--- src/rtl/inst_cmd_fetch_if.sv ---
// Bundle of the instruction-memory read ports and the two downstream handshakes
// (decoded header and operand beats) of the command fetcher.
interface inst_cmd_fetch_if #(
  parameter int OPW = 8
);
  logic [31:0]    inst_addr1;
  logic [31:0]    inst_rd0;
  logic [31:0]    inst_addr2;
  logic [31:0]    inst_rd1;
  logic [31:0]    inst_rd2;
  logic [31:0]    inst_rd3;
  logic [31:0]    inst_rd4;

  logic           cmd_valid;
  logic           cmd_ready;
  logic [OPW-1:0] cmd_opcode;
  logic [OPW-1:0] cmd_imm;
  logic [OPW-1:0] cmd_nops;

  logic           op_valid;
  logic           op_ready;
  logic [31:0]    op_data0;
  logic [31:0]    op_data1;
  logic [31:0]    op_data2;
  logic [31:0]    op_data3;
  logic [2:0]     op_cnt;
  logic           op_last;

  modport master (
    output inst_addr1, inst_addr2,
    input  inst_rd0, inst_rd1, inst_rd2, inst_rd3, inst_rd4,
    output cmd_valid, cmd_opcode, cmd_imm, cmd_nops,
    input  cmd_ready,
    output op_valid, op_data0, op_data1, op_data2, op_data3, op_cnt, op_last,
    input  op_ready
  );

  modport slave (
    input  inst_addr1, inst_addr2,
    output inst_rd0, inst_rd1, inst_rd2, inst_rd3, inst_rd4,
    input  cmd_valid, cmd_opcode, cmd_imm, cmd_nops,
    output cmd_ready,
    input  op_valid, op_data0, op_data1, op_data2, op_data3, op_cnt, op_last,
    output op_ready
  );
endinterface

--- src/rtl/inst_cmd_fetch.sv ---
// Walks the asynchronous instruction BRAM from base_addr to end_addr and emits
// one decoded header per command followed by operand beats of up to 4 words.
module inst_cmd_fetch #(
  parameter int MEM_DEPTH = 64,
  parameter int OPW       = 8
) (
  input  logic                  clk,
  input  logic                  rst_n,
  input  logic                  start,
  input  logic [31:0]           base_addr,
  input  logic [31:0]           end_addr,
  output logic                  busy,
  output logic                  done,
  output logic                  err,
  inst_cmd_fetch_if.master      bus
);

  typedef enum logic [2:0] {
    S_IDLE,
    S_HDR,
    S_CMD,
    S_OPS_F,
    S_OPS_S
  } state_t;

  state_t         state_q, state_d;
  logic [31:0]    pc_q, pc_d;
  logic [OPW-1:0] rem_q, rem_d;
  logic           err_q, err_d;
  logic           done_q, done_d;
  logic [OPW-1:0] opc_q, opc_d;
  logic [OPW-1:0] imm_q, imm_d;
  logic [OPW-1:0] nops_q, nops_d;
  logic [31:0]    data_q [4];
  logic [31:0]    data_d [4];
  logic [2:0]     cnt_q, cnt_d;
  logic           last_q, last_d;

  logic           hdr_ext;
  logic [OPW-1:0] hdr_n;
  logic [31:0]    hdr_bound;
  logic [2:0]     beat_cnt;
  logic [31:0]    win [4];
  logic           unused_hdr_bits;

  assign hdr_ext         = bus.inst_rd0[31];
  assign hdr_n           = bus.inst_rd0[8 +: OPW];
  assign hdr_bound       = pc_q + 32'd1 + 32'(hdr_n);
  assign beat_cnt        = (rem_q >= OPW'(4)) ? 3'd4 : rem_q[2:0];
  assign unused_hdr_bits = ^bus.inst_rd0[30:8+OPW];

  assign win[0] = bus.inst_rd1;
  assign win[1] = bus.inst_rd2;
  assign win[2] = bus.inst_rd3;
  assign win[3] = bus.inst_rd4;

  always_comb begin
    state_d = state_q;
    pc_d    = pc_q;
    rem_d   = rem_q;
    err_d   = err_q;
    done_d  = 1'b0;
    opc_d   = opc_q;
    imm_d   = imm_q;
    nops_d  = nops_q;
    data_d  = data_q;
    cnt_d   = cnt_q;
    last_d  = last_q;
    case (state_q)
      S_IDLE: begin
        if (start) begin
          pc_d    = base_addr;
          err_d   = 1'b0;
          state_d = S_HDR;
        end
      end
      S_HDR: begin
        if (pc_q >= end_addr) begin
          done_d  = 1'b1;
          state_d = S_IDLE;
        end else if (hdr_ext && (hdr_bound > end_addr)) begin
          // Operands would run past the list end: abort before anything is emitted.
          err_d   = 1'b1;
          state_d = S_IDLE;
        end else begin
          opc_d   = bus.inst_rd0[OPW-1:0];
          imm_d   = hdr_ext ? '0 : hdr_n;
          nops_d  = hdr_ext ? hdr_n : '0;
          rem_d   = hdr_ext ? hdr_n : '0;
          pc_d    = pc_q + 32'd1;
          state_d = S_CMD;
        end
      end
      S_CMD: begin
        if (bus.cmd_ready) state_d = (rem_q == '0) ? S_HDR : S_OPS_F;
      end
      S_OPS_F: begin
        // Lanes past the remaining count are zeroed so stale or undefined
        // window words never leak into the beat.
        for (int k = 0; k < 4; k++) begin
          data_d[k] = (3'(k) < beat_cnt) ? win[k] : '0;
        end
        cnt_d   = beat_cnt;
        last_d  = (rem_q <= OPW'(4));
        pc_d    = pc_q + 32'(beat_cnt);
        rem_d   = rem_q - OPW'(beat_cnt);
        state_d = S_OPS_S;
      end
      S_OPS_S: begin
        if (bus.op_ready) state_d = last_q ? S_HDR : S_OPS_F;
      end
      default: state_d = S_IDLE;
    endcase
  end

  always_ff @(posedge clk) begin
    if (!rst_n) begin
      state_q <= S_IDLE;
      pc_q    <= '0;
      rem_q   <= '0;
      err_q   <= 1'b0;
      done_q  <= 1'b0;
      opc_q   <= '0;
      imm_q   <= '0;
      nops_q  <= '0;
      data_q  <= '{default: '0};
      cnt_q   <= '0;
      last_q  <= 1'b0;
    end else begin
      state_q <= state_d;
      pc_q    <= pc_d;
      rem_q   <= rem_d;
      err_q   <= err_d;
      done_q  <= done_d;
      opc_q   <= opc_d;
      imm_q   <= imm_d;
      nops_q  <= nops_d;
      data_q  <= data_d;
      cnt_q   <= cnt_d;
      last_q  <= last_d;
    end
  end

  assign busy           = (state_q != S_IDLE);
  assign done           = done_q;
  assign err            = err_q;
  assign bus.inst_addr1 = (state_q == S_HDR) ? pc_q : '0;
  assign bus.inst_addr2 = (state_q == S_OPS_F) ? pc_q : '0;
  assign bus.cmd_valid  = (state_q == S_CMD);
  assign bus.cmd_opcode = opc_q;
  assign bus.cmd_imm    = imm_q;
  assign bus.cmd_nops   = nops_q;
  assign bus.op_valid   = (state_q == S_OPS_S);
  assign bus.op_data0   = data_q[0];
  assign bus.op_data1   = data_q[1];
  assign bus.op_data2   = data_q[2];
  assign bus.op_data3   = data_q[3];
  assign bus.op_cnt     = cnt_q;
  assign bus.op_last    = last_q;

  a_list_in_range: assert property (@(posedge clk) disable iff (!rst_n)
    (state_q == S_IDLE && start) |->
      (base_addr <= 32'(MEM_DEPTH) && end_addr <= 32'(MEM_DEPTH)));

endmodule

--- src/flat_wrapper.sv ---
// flat-port wrapper written by rule: the top's interface ports become plain ports
module inst_cmd_fetch_flat 
#(
  parameter int MEM_DEPTH = 64,
  parameter int OPW       = 8
)
  (clk, rst_n, start, base_addr, end_addr, busy, done, err, bus_inst_addr1, bus_inst_addr2, bus_inst_rd0, bus_inst_rd1, bus_inst_rd2, bus_inst_rd3, bus_inst_rd4, bus_cmd_valid, bus_cmd_opcode, bus_cmd_imm, bus_cmd_nops, bus_cmd_ready, bus_op_valid, bus_op_data0, bus_op_data1, bus_op_data2, bus_op_data3, bus_op_cnt, bus_op_last, bus_op_ready);
  inst_cmd_fetch_if #(.OPW(OPW)) bus_i ();
  input  logic clk;
  input  logic rst_n;
  input  logic start;
  input  logic [31:0] base_addr;
  input  logic [31:0] end_addr;
  output logic busy;
  output logic done;
  output logic err;
  output wire logic [$bits(bus_i.inst_addr1)-1:0] bus_inst_addr1;
  output wire logic [$bits(bus_i.inst_addr2)-1:0] bus_inst_addr2;
  input wire logic [$bits(bus_i.inst_rd0)-1:0] bus_inst_rd0;
  input wire logic [$bits(bus_i.inst_rd1)-1:0] bus_inst_rd1;
  input wire logic [$bits(bus_i.inst_rd2)-1:0] bus_inst_rd2;
  input wire logic [$bits(bus_i.inst_rd3)-1:0] bus_inst_rd3;
  input wire logic [$bits(bus_i.inst_rd4)-1:0] bus_inst_rd4;
  output wire logic [$bits(bus_i.cmd_valid)-1:0] bus_cmd_valid;
  output wire logic [$bits(bus_i.cmd_opcode)-1:0] bus_cmd_opcode;
  output wire logic [$bits(bus_i.cmd_imm)-1:0] bus_cmd_imm;
  output wire logic [$bits(bus_i.cmd_nops)-1:0] bus_cmd_nops;
  input wire logic [$bits(bus_i.cmd_ready)-1:0] bus_cmd_ready;
  output wire logic [$bits(bus_i.op_valid)-1:0] bus_op_valid;
  output wire logic [$bits(bus_i.op_data0)-1:0] bus_op_data0;
  output wire logic [$bits(bus_i.op_data1)-1:0] bus_op_data1;
  output wire logic [$bits(bus_i.op_data2)-1:0] bus_op_data2;
  output wire logic [$bits(bus_i.op_data3)-1:0] bus_op_data3;
  output wire logic [$bits(bus_i.op_cnt)-1:0] bus_op_cnt;
  output wire logic [$bits(bus_i.op_last)-1:0] bus_op_last;
  input wire logic [$bits(bus_i.op_ready)-1:0] bus_op_ready;
  assign bus_inst_addr1 = bus_i.inst_addr1;
  assign bus_inst_addr2 = bus_i.inst_addr2;
  assign bus_i.inst_rd0 = bus_inst_rd0;
  assign bus_i.inst_rd1 = bus_inst_rd1;
  assign bus_i.inst_rd2 = bus_inst_rd2;
  assign bus_i.inst_rd3 = bus_inst_rd3;
  assign bus_i.inst_rd4 = bus_inst_rd4;
  assign bus_cmd_valid = bus_i.cmd_valid;
  assign bus_cmd_opcode = bus_i.cmd_opcode;
  assign bus_cmd_imm = bus_i.cmd_imm;
  assign bus_cmd_nops = bus_i.cmd_nops;
  assign bus_i.cmd_ready = bus_cmd_ready;
  assign bus_op_valid = bus_i.op_valid;
  assign bus_op_data0 = bus_i.op_data0;
  assign bus_op_data1 = bus_i.op_data1;
  assign bus_op_data2 = bus_i.op_data2;
  assign bus_op_data3 = bus_i.op_data3;
  assign bus_op_cnt = bus_i.op_cnt;
  assign bus_op_last = bus_i.op_last;
  assign bus_i.op_ready = bus_op_ready;
  inst_cmd_fetch #(.MEM_DEPTH(MEM_DEPTH), .OPW(OPW)) u_core (.clk(clk), .rst_n(rst_n), .start(start), .base_addr(base_addr), .end_addr(end_addr), .busy(busy), .done(done), .err(err), .bus(bus_i));
endmodule
--- config.mk ---
export PLATFORM = sky130hd
export DESIGN_NAME = inst_cmd_fetch_flat
export DESIGN_NICKNAME = d
export VERILOG_FILES = /design/src/rtl/inst_cmd_fetch_if.sv /design/src/rtl/inst_cmd_fetch.sv /design/src/flat_wrapper.sv
export SDC_FILE = /design/constraint.sdc
export NUM_CORES = 1
export LEC_CHECK = 0
export ABC_AREA = 1
export CORE_AREA = 2 2 179 181
export CTS_CLUSTER_DIAMETER = 200
export DETAILED_ROUTE_END_ITERATION = 12
export DIE_AREA = 0 0 181 183
export GPL_TIMING_DRIVEN = 0
export PLACE_DENSITY_LB_ADDON = 0.1
export RECOVER_POWER = 100
export SLEW_MARGIN = 20
export SYNTH_ARGS = -nofsm -noshare
export SYNTH_HDL_FRONTEND = slang
export SYNTH_SLANG_ARGS = --single-unit
--- constraint.sdc ---
create_clock -name clk -period 5 [get_ports clk]
set_input_delay 1 -clock clk [delete_from_list [all_inputs] [get_ports clk]]
set_output_delay 1 -clock clk [all_outputs]
set_load 0.01 [all_outputs]
After elaboration in Yosys (flattened, before gate mapping)
Index checks and enable logic that the tools add are counted.

word-level totals
  output and inout bits = 225
  register bits = 201
  input bits = 229
  logic and storage cells = 80

operators by class
  $lt $le $gt $ge = 8
  muxes and demuxes = 29
  add/subtract/negate cells = 4
  reduce and logical (&&, ||, !) cells = 13
  equality and inequality tests = 10
  bitwise logic cells = 2

operator list
  operator                                                                number
  32-bit 2-to-1 mux                                                       9
  32-bit case mux with 3 select lines                                     1
  32-bit by 1-bit adder with 32-bit output (second input constant)        1
  32-bit by 3-bit adder with 32-bit output                                1
  32-bit by 8-bit adder with 32-bit output                                1
  32-bit >= comparator                                                    1
  32-bit greater-than comparator                                          1
  8-bit 2-to-1 mux                                                        4
  8-bit case mux with 2 select lines                                      1
  3-bit 2-to-1 mux                                                        5
  3-bit case mux with 5 select lines                                      1
  3-bit AND reduction                                                     3
  8-bit by 3-bit >= comparator with 1-bit output (second input constant)  1
  8-bit by 3-bit <= comparator with 1-bit output (second input constant)  1
  8-bit logical NOT                                                       1
  4-bit AND reduction                                                     2
  8-bit by 3-bit subtractor with 8-bit output                             1
  3-bit by 2-bit == test with 1-bit output (second input constant)        2
  1-bit by 3-bit < comparator with 1-bit output (first input constant)    2
  2-bit by 3-bit < comparator with 1-bit output (first input constant)    2
  2-bit 2-to-1 mux                                                        3
  2-bit by 1-bit != test with 1-bit output (second input constant)        3
  2-bit != test (second input constant)                                   3
  3-bit nonzero test                                                      2
  other kinds (9)                                                         14

Logic depth before layout (Yosys ltp)
Gate-level depths: netlist (run 1).

  word-level depth = 7
  gate-level depth with buffers = 32
  depth with buffers taken out = 31

Worst setup path before layout (run 1)
No wires, ideal clock.

  path type = register to register
  start point = register u_core.pc_q[1]
  end point = register u_core.pc_q[16]
  setup slack = 715 ps
  library setup time = 113 ps
  arrival = 4173 ps
  period minus slack after synthesis = 4285 ps
  path buffers = 2
  cell stages (with the launch flop) = 30
  data required time = 4887 ps
  cells stage by stage = dfxtp_1 -> ha_1 -> nand2_1 -> nor2_2 -> nand2_1 -> inv_1 -> nor2_1 -> a21oi_1 -> ha_1 -> a21oi_1 -> inv_1 -> nand2_1 -> nand2_1 -> nor2_1 -> nor2_4 -> nand2_4 -> nor2_4 -> xor2_1 -> ha_1 -> nand2_1 -> nor2_1 -> nand2_1 -> nor3_1 -> a31oi_1 -> nand3_1 -> nand3_1 -> buf_4 -> buf_4 -> nor2_1 -> nor2_1

on the way
  cells in the longest elaborated chain, start to end = 6
  elaborated cells between the ends (all ways) = 12
  classes of those cells = add/sub: 3; order compare: 2; eq/ne: 2; mux: 3; reduce/logical: 2

ends and longest elaborated chain
  item                                      line                                        text
  start, declared                           inst_cmd_fetch.sv:27                        logic [31:0] pc_q, pc_d;
  start signal, assigned                    inst_cmd_fetch.sv:131                       pc_q <= pc_d;
  32-bit by 1-bit adder with 32-bit output  inst_cmd_fetch.sv:48, inst_cmd_fetch.sv:90
  32-bit by 8-bit adder with 32-bit output  inst_cmd_fetch.sv:48                        assign hdr_bound = pc_q + 32'd1 + 32'(hdr_n);
  32-bit greater-than comparator            inst_cmd_fetch.sv:81                        end else if (hdr_ext && (hdr_bound > end_addr)) begin
  1-bit logical AND                         inst_cmd_fetch.sv:81
  2-bit != test (no line)                   --
  4-bit AND reduction (no line)             --

Parallel ways exist; a longest one is shown, timed or not. The select of a mux whose other input is x is not followed.
A chain may end at the register's enable or synchronous reset.

Worst setup path after layout (run 1)
  start point = register u_core.state_q[0]
  end point = output port bus_inst_addr2[29]

on the way
  cells in the longest elaborated chain, start to end = 2

ends and longest elaborated chain
  item                                      line                   text
  start, declared                           inst_cmd_fetch.sv:26   state_t state_q, state_d;
  start signal, assigned                    inst_cmd_fetch.sv:130  state_q <= state_d;
  3-bit by 2-bit == test with 1-bit output  inst_cmd_fetch.sv:148  assign bus.inst_addr2 = (state_q == S_OPS_F) ? pc_q : '0;
  32-bit 2-to-1 mux                         inst_cmd_fetch.sv:148
  end, declared                             flat_wrapper.sv:18     output wire logic [$bits(bus_i.inst_addr2)-1:0] bus_inst_addr2;

Every way passes these cells.

==> flow_summary_export.csv, run 1 <==
group,metric,value,unit
route,wire_per_inst,19.4,um
min_path,hold_class,"flop to flop",
cts,clk_pin_slew_worst_paths,0.06,ns
sta,period_minus_slack,4.89,ns
grt,grt_pass1_vias,14200,
placed_design,dpl_worst_slack,-1.28,ns
cts,clkLatencyLatePin,0.54,ns
floorplan,core,0.0312,mm^2
power,leakage,0.00879,uW
sta,max_freq,205,MHz
placed_design,postPlaceCellArea,0.0174,mm^2
cts,cts_sinks,201,
floorplan,start_util,40.2,%
layout,seqCellArea,0.00404,mm^2
sta,maxSlewViolCount,0,
placed_design,portBuffers,437,
route,ant_nets,0,
route,routed_wirelength,54.9,mm
synthesis,syn_avg_cell_area,6.52,um^2
worst_setup_path,required,4.00,ns
sta,worst_pin_slew,0.925,ns
synthesis,synth_cell_types,47,
synthesis,ys_seq_area_share,32.0,%
grt,grt_max_degree,20,
layout,drive_gt1_share,6.44,%
sta,slew_headroom,38.3,%
floorplan,die_w,181,um
layout,multi_input_area,0.00774,mm^2
synthesis,synth-seq-cells,201,
synthesis,netlist_area,0.0126,mm^2
synthesis,syn-num-nets,2238,
layout,area_growth,48.4,%
synthesis,synth_flop_cell,"dfxtp_1",
synthesis,synth_edf_count,0,
layout,final_cell_mix,"nand2_1, nor2_1, clkdlybuf4s50_1",
sta,setup_viol,0,
layout,finalInstanceArea,0.0186,mm^2
synthesis,syn_inst,1928,
sta,final-hold-violation-count,0,
grt,antenna_found_initial,3,
flow_run,cap_viol_max_count,0,
cts,numCtsBuffers,24,
grt,grt_pass1_wl,82.1,mm
cts,clockBufferDepth,3,
route,drt_pass1_iterations,5,
worst_setup_path,critPathCaptureType,"primary output",
layout,layout.nets,2717,
synthesis,yosysTopAreaCellShare,32.0,%
grt,gr-total-overflow,0,
grt,gr-usage-all-layers,31.9,%
floorplan,io-pin-count,454,
synthesis,synth_area_leader_cell,"dfxtp_1",
placed_design,place.gp.congestion,1.00,
worst_setup_path,path_max_fanout,10,
floorplan,dieArea,0.0331,mm^2
cts,root_buffer,"clkbuf_16",
synthesis,synth_warnings,0,
route,vias_per_cell,5.24,
synthesis,synth_area_leaders,"dfxtp_1, nand2_1, a21oi_1",
power,power_density,454,mW/mm^2
cts,htreeDepth,1,
floorplan,rows,65,
placed_design,place_hpwl,43.2,mm
route,vias,14800,
sta,layout_setup_ws,0.112,ns
floorplan,die_h,183,um
sta,rsz0062_at_grt,"no",
layout,n_fill_cell,3051,
layout,final_core_util,59.7,%
worst_setup_path,criticalPathCategory,"flop to primary output",
sta,fin_skew,0.0295,ns
route,first_iter_violations,1116,
cts,cts_tree,"done",
route,post-route-drc-count,0,
worst_setup_path,worstPathArrival,3.89,ns
outcome,status,"completed",
layout,layout_commonest_cell,"nand2_1",
worst_setup_path,critPathLaunchType,"flop",
sta,period_share,97.8,%
power,ir_drop,285,uV
synthesis,async_reset_ff_share,0,%
repair_timing:
action | CTS | global route
cloned | 0 | 1
hold buffers | 0 | 0
gates resized for setup | 21 | 55
pin swaps | 4 | 12
setup endpoints to repair | 66 | 66
setup buffers | 5 | 11
synth_stat cells, drive strengths merged, types with 18 or more instances:
master / n
o21ai: 140
buf: 23
nand4: 19
inv: 166
nand3: 121
o211ai: 18
dfxtp: 201
ha: 79
xor2: 39
clkbuf: 71
nor2: 262
a21oi: 204
nand2: 524
cell families (layout without fill, tap and decap cells):
family | Yosys count | after routing | share of synthesized area, %
and+or+nand+nor | 951 | 951 | 32.0
AOI/OAI and AO/OA | 387 | 387 | 16.3
buffers and inverters | 265 | 761 | 8.09
DFF | 201 | 201 | 32.0
adders and majority gates | 81 | 81 | 8.19
xor gates and xnor gates | 42 | 42 | 3.32
other | 1 | 4 | 0.0298
worst max-delay path, cell delays in order (launching register included):
cell           delay, ns
dfxtp_1             0.34
inv_1               0.04
nor2_1              0.61
nand2_1             0.25
clkbuf_1            0.42
clkbuf_1            0.49
clkbuf_1            0.39
nor2_1              0.17
dlygate4sd3_1       0.62
final cells by class:
class	instances	share of cell area [%]
repair buffers	454	24.2
flip-flops and latches	201	21.7
clock inverters	9	0.631
clock buffers	34	3.64
inverters	171	3.44
plain buffers	93	2.17
well taps	402	2.70
diodes	3	0.0403
multi-input cells	1462	41.5
worst paths after layout:
path,startpoint,endpoint,slack (ns),depth (start not counted)
max,u_core.state_q[0]$_SDFFE_PN0P_,bus_inst_addr2[29],0.11,8
min,u_core.bus.cmd_imm[5]$_SDFFE_PN0P_,u_core.bus.cmd_imm[5]$_SDFFE_PN0P_,0.46,2
max reg2reg,u_core.pc_q[0]$_SDFFE_PN0P_,u_core.bus.cmd_imm[3]$_SDFFE_PN0P_,0.29,30
min reg2reg,u_core.bus.cmd_imm[5]$_SDFFE_PN0P_,u_core.bus.cmd_imm[5]$_SDFFE_PN0P_,0.46,2
layer usage:
layer / global-route usage [%] / up-vias / wire [um]
li1: - / 7243 / -
met1: 35.9 / 6828 / 20900
met2: 58.2 / 612 / 27100
met3: 6.63 / 127 / 4290
met4: 14.0 / 2 / 2530
met5: 0 / - / 13
metrics by stage:
step | TNS [ns] | hold WS (ns) | cells | total power (uW)
4_1_cts | 0 | 0.466 | 2814 | 8390
3_3_place_gp | -72.38 | 0.452 | 2767 | 6500
5_1_grt | 0 | 0.476 | 2827 | 9050
2_1_floorplan | 0 | 0.456 | 1928 | 4830
3_5_place_dp | -74.21 | 0.457 | 2767 | 6570
6_report | 0 | 0.462 | 2829 | 8460
sequential cells by signal, indices dropped and copies added (netlist names):
register / cells
u_core.bus.op_data0: 32
u_core.bus.op_data1: 32
u_core.bus.op_data2: 32
u_core.bus.op_data3: 32
u_core.pc_q: 32
u_core.bus.cmd_imm: 8
u_core.bus.cmd_nops: 8
u_core.bus.cmd_opcode: 8
u_core.rem_q: 8
u_core.bus.op_cnt: 3
u_core.state_q: 3
u_core.bus.op_last: 1
u_core.done: 1
u_core.err: 1
power by group:
part	switching [uW]	internal, uW
combinational	2900	1570
clock	731	1050
sequential	313	1900
Power figures use the tool's default switching activity.
==> run 2, diff against run 1 <==
Settings changed: CORE_AREA 2 2 179 181 to default, CORE_MARGIN from default to 2, CORE_UTILIZATION from default to 41, DIE_AREA 0 0 181 183 to default.
Clock period 5 ns to 4.05 ns, I/O delays scaled along.
==> run 2 against run 1 <==
  * The flow now finishes with violations (setup timing)
  * Total power is 33% higher
  * Final area up 4.4%
  * Sequential power increased by 24%
  * Sequential share of layout area shrank 0.83 points
  * First-iteration DRC count grew 16%
  * Critical path depth up 19
  * Via count up 3.2%
  * Routed wire length grew 4.1%
  * Worst hold slack worse by 0.0013 ns
  * Critical endpoint is now u_core.pc_q[11]$_SDFFE_PN0P_
  * Largest power group unchanged
  * Highest routed layer unchanged
==> flow_summary_export.csv, run 2 (synthesis results as in run 1) <==
group,metric,value,unit
outcome,status,"complete, but fails checks",
outcome,violations,"setup timing",
cts,clkLatencyLatePin,0.53,ns
sta,rsz0062_at_grt,"yes",
route,routed_wirelength,57.2,mm
worst_setup_path,critPathCaptureType,"flop",
route,drt_pass1_iterations,7,
layout,area_growth,55.0,%
floorplan,rows,64,
worst_setup_path,worstPathArrival,4.91,ns
sta,period_minus_slack,4.44,ns
layout,layout_commonest_cell,"nand2_1",
placed_design,dpl_worst_slack,-1.61,ns
placed_design,place_hpwl,44.3,mm
min_path,hp-start,"u_core.bus.op_data3[18]$_SDFFE_PN0P_",
sta,slew_headroom,37.8,%
sta,max_freq,225,MHz
grt,grt_pass1_vias,14400,
cts,cts_sinks,201,
power,ir_drop,367,uV
cts,hold_buffers,0,
route,wire_per_inst,20.0,um
power,p_clk_share,19.5,%
flow_run,cap_viol_max_count,0,
cts,htreeDepth,1,
worst_setup_path,path_max_fanout,10,
worst_setup_path,r2r-start,"u_core.pc_q[1]$_SDFFE_PN0P_",
worst_setup_path,criticalPathCategory,"input pin to flop",
layout,final_core_util,64.2,%
sta,setup_viol,67,
layout,final_cell_mix,"nand2_1, clkdlybuf4s50_1, nor2_1",
min_path,hold_class,"flop to flop",
grt,antenna_found_initial,5,
sta,fin_skew,0.00916,ns
cts,root_buffer,"clkbuf_16",
placed_design,place.gp.congestion,0.964,
grt,gr-total-overflow,0,
power,p_sw_share,46.5,%
min_path,hold_end,"u_core.bus.op_data3[18]$_SDFFE_PN0P_",
floorplan,start_util,41.4,%
route,post-route-drc-count,0,
worst_setup_path,r2r_setup_slack,-0.34,ns
floorplan,die_w,179,um
floorplan,dieArea,0.0321,mm^2
sta,layout_setup_ws,-0.391,ns
floorplan,core,0.0303,mm^2
sta,worst_pin_slew,0.933,ns
route,first_iter_violations,1290,
sta,period_share,110,%
floorplan,io-pin-count,454,
layout,drive_gt1_share,11.8,%
route,vias,15300,
grt,grt_max_degree,14,
sta,maxSlewViolCount,0,
power,internal_power,6030,uW
power,seqPwrFrac,24.5,%
worst_setup_path,required,4.52,ns
cts,cts_tree,"done",
layout,layout.nets,2753,
floorplan,die_h,179,um
cts,clockBufferDepth,3,
route,vias_per_cell,5.35,
min_path,hold_depth,2,
power,power_frac_comb,56.0,%
worst_setup_path,r2r_end,"u_core.pc_q[11]$_SDFFE_PN0P_",
cts,clk_pin_slew_worst_paths,0.06,ns
worst_setup_path,critPathLaunchType,"input pin",
power,power_density,579,mW/mm^2
worst_setup_path,reg2reg_depth,31,
placed_design,portBuffers,437,
grt,grt_pass1_wl,82.6,mm
grt,gr-usage-all-layers,34.1,%
power,p_switching,5250,uW
route,ant_nets,0,
cts,numCtsBuffers,25,
sta,final-hold-violation-count,0,
power,leakage,0.00896,uW
run 2: cell types whose count changed in the layout (fill, tap and decap cells not counted), sizes merged, moves of 3 or more:
cell | previous run | this run
clkinvlp | 0 | 3
clkbuf | 112 | 102
clkdlybuf4s50 | 218 | 248
buf | 32 | 70
dlygate4sd3 | 217 | 186
run 2: metal layers:
metal	track usage, %	vias to the layer above	share of wire [%]
li1	-	7303	-
met1	39.3	7064	37
met2	58.7	748	47
met3	9.52	166	10
met4	14.9	6	4.9
met5	0	-	0.059
run 2: worst max-delay path, stage by stage:
cell,delay (ns)
clkdlybuf4s50_1,0.64
ha_4,0.40
a21oi_1,0.08
nand2_2,0.11
nand3_4,0.10
nor2_4,0.13
nor2_4,0.06
nor2_4,0.21
nand2_4,0.12
nor2_4,0.18
nand2_1,0.07
nand2_1,0.05
nand2_1,0.05
ha_1,0.29
a21oi_1,0.15
o21ai_0,0.10
nand2_1,0.07
nand2_1,0.10
a21oi_4,0.23
nand2_4,0.12
nand3_4,0.13
nand3_4,0.13
buf_6,0.16
buf_8,0.14
nand2_2,0.08
nand2_2,0.07
nor2_2,0.12
run 2: what timing repair did:
action	4_1_cts	5_1_grt
endpoints found under the setup margin	98	78
pin swaps	51	41
setup buffers	38	8
gates cloned	6	0
gates resized for setup	157	57
hold endpoints to repair	0	0
run 2: area by class of cell:
type	instances	area, um^2
tap	396	495
clock inverter	14	135
multi-input combinational	1463	8180
sequential	201	4060
clock buffer	28	647
buffer	93	474
inverter	171	646
timing repair buffer	488	4830
fill	2801	10900
antenna	2	5.00
run 2: power groups by stage:
stage               Combinational, uW  Sequential (uW)  Clock (uW)
floorplan                        3250             2720           0
global placement                 5300             2760           0
detailed placement               5380             2760           0
CTS                              6140             2750        2220
global route                     6890             2790        2300
finish                           6320             2760        2210
run 2: worst max path at each step:
stage	startpoint	to	slack, ns	cells past startpoint
final	bus_inst_rd0[12]	u_core.pc_q[11]$_SDFFE_PN0P_	-0.39	27
after global routing	u_core.pc_q[1]$_SDFFE_PN0P_	u_core.pc_q[11]$_SDFFE_PN0P_	-0.53	32
after CTS	u_core.pc_q[1]$_SDFFE_PN0P_	u_core.bus.cmd_imm[7]$_SDFFE_PN0P_	-0.30	32
after detailed placement	bus_inst_rd0[10]	u_core.bus.cmd_opcode[5]$_SDFFE_PN0P_	-1.61	26
after global placement	bus_inst_rd0[10]	u_core.bus.cmd_opcode[5]$_SDFFE_PN0P_	-1.56	26
after floorplan	u_core.pc_q[3]$_SDFFE_PN0P_	u_core.pc_q[16]$_SDFFE_PN0P_	0.04	30
run 2: through the flow:
step	setup TNS (ns)	hold slack, ns	instances	total power [uW]	area [um^2]
6_report	-21.34	0.461	2856	11300	19500
5_1_grt	-31.15	0.472	2856	12000	19500
4_1_cts	-16.57	0.464	2846	11100	19200
3_5_place_dp	-97.52	0.456	2761	8140	17500
3_3_place_gp	-94.23	0.452	2761	8050	17500
2_1_floorplan	0	0.456	1928	5970	12600
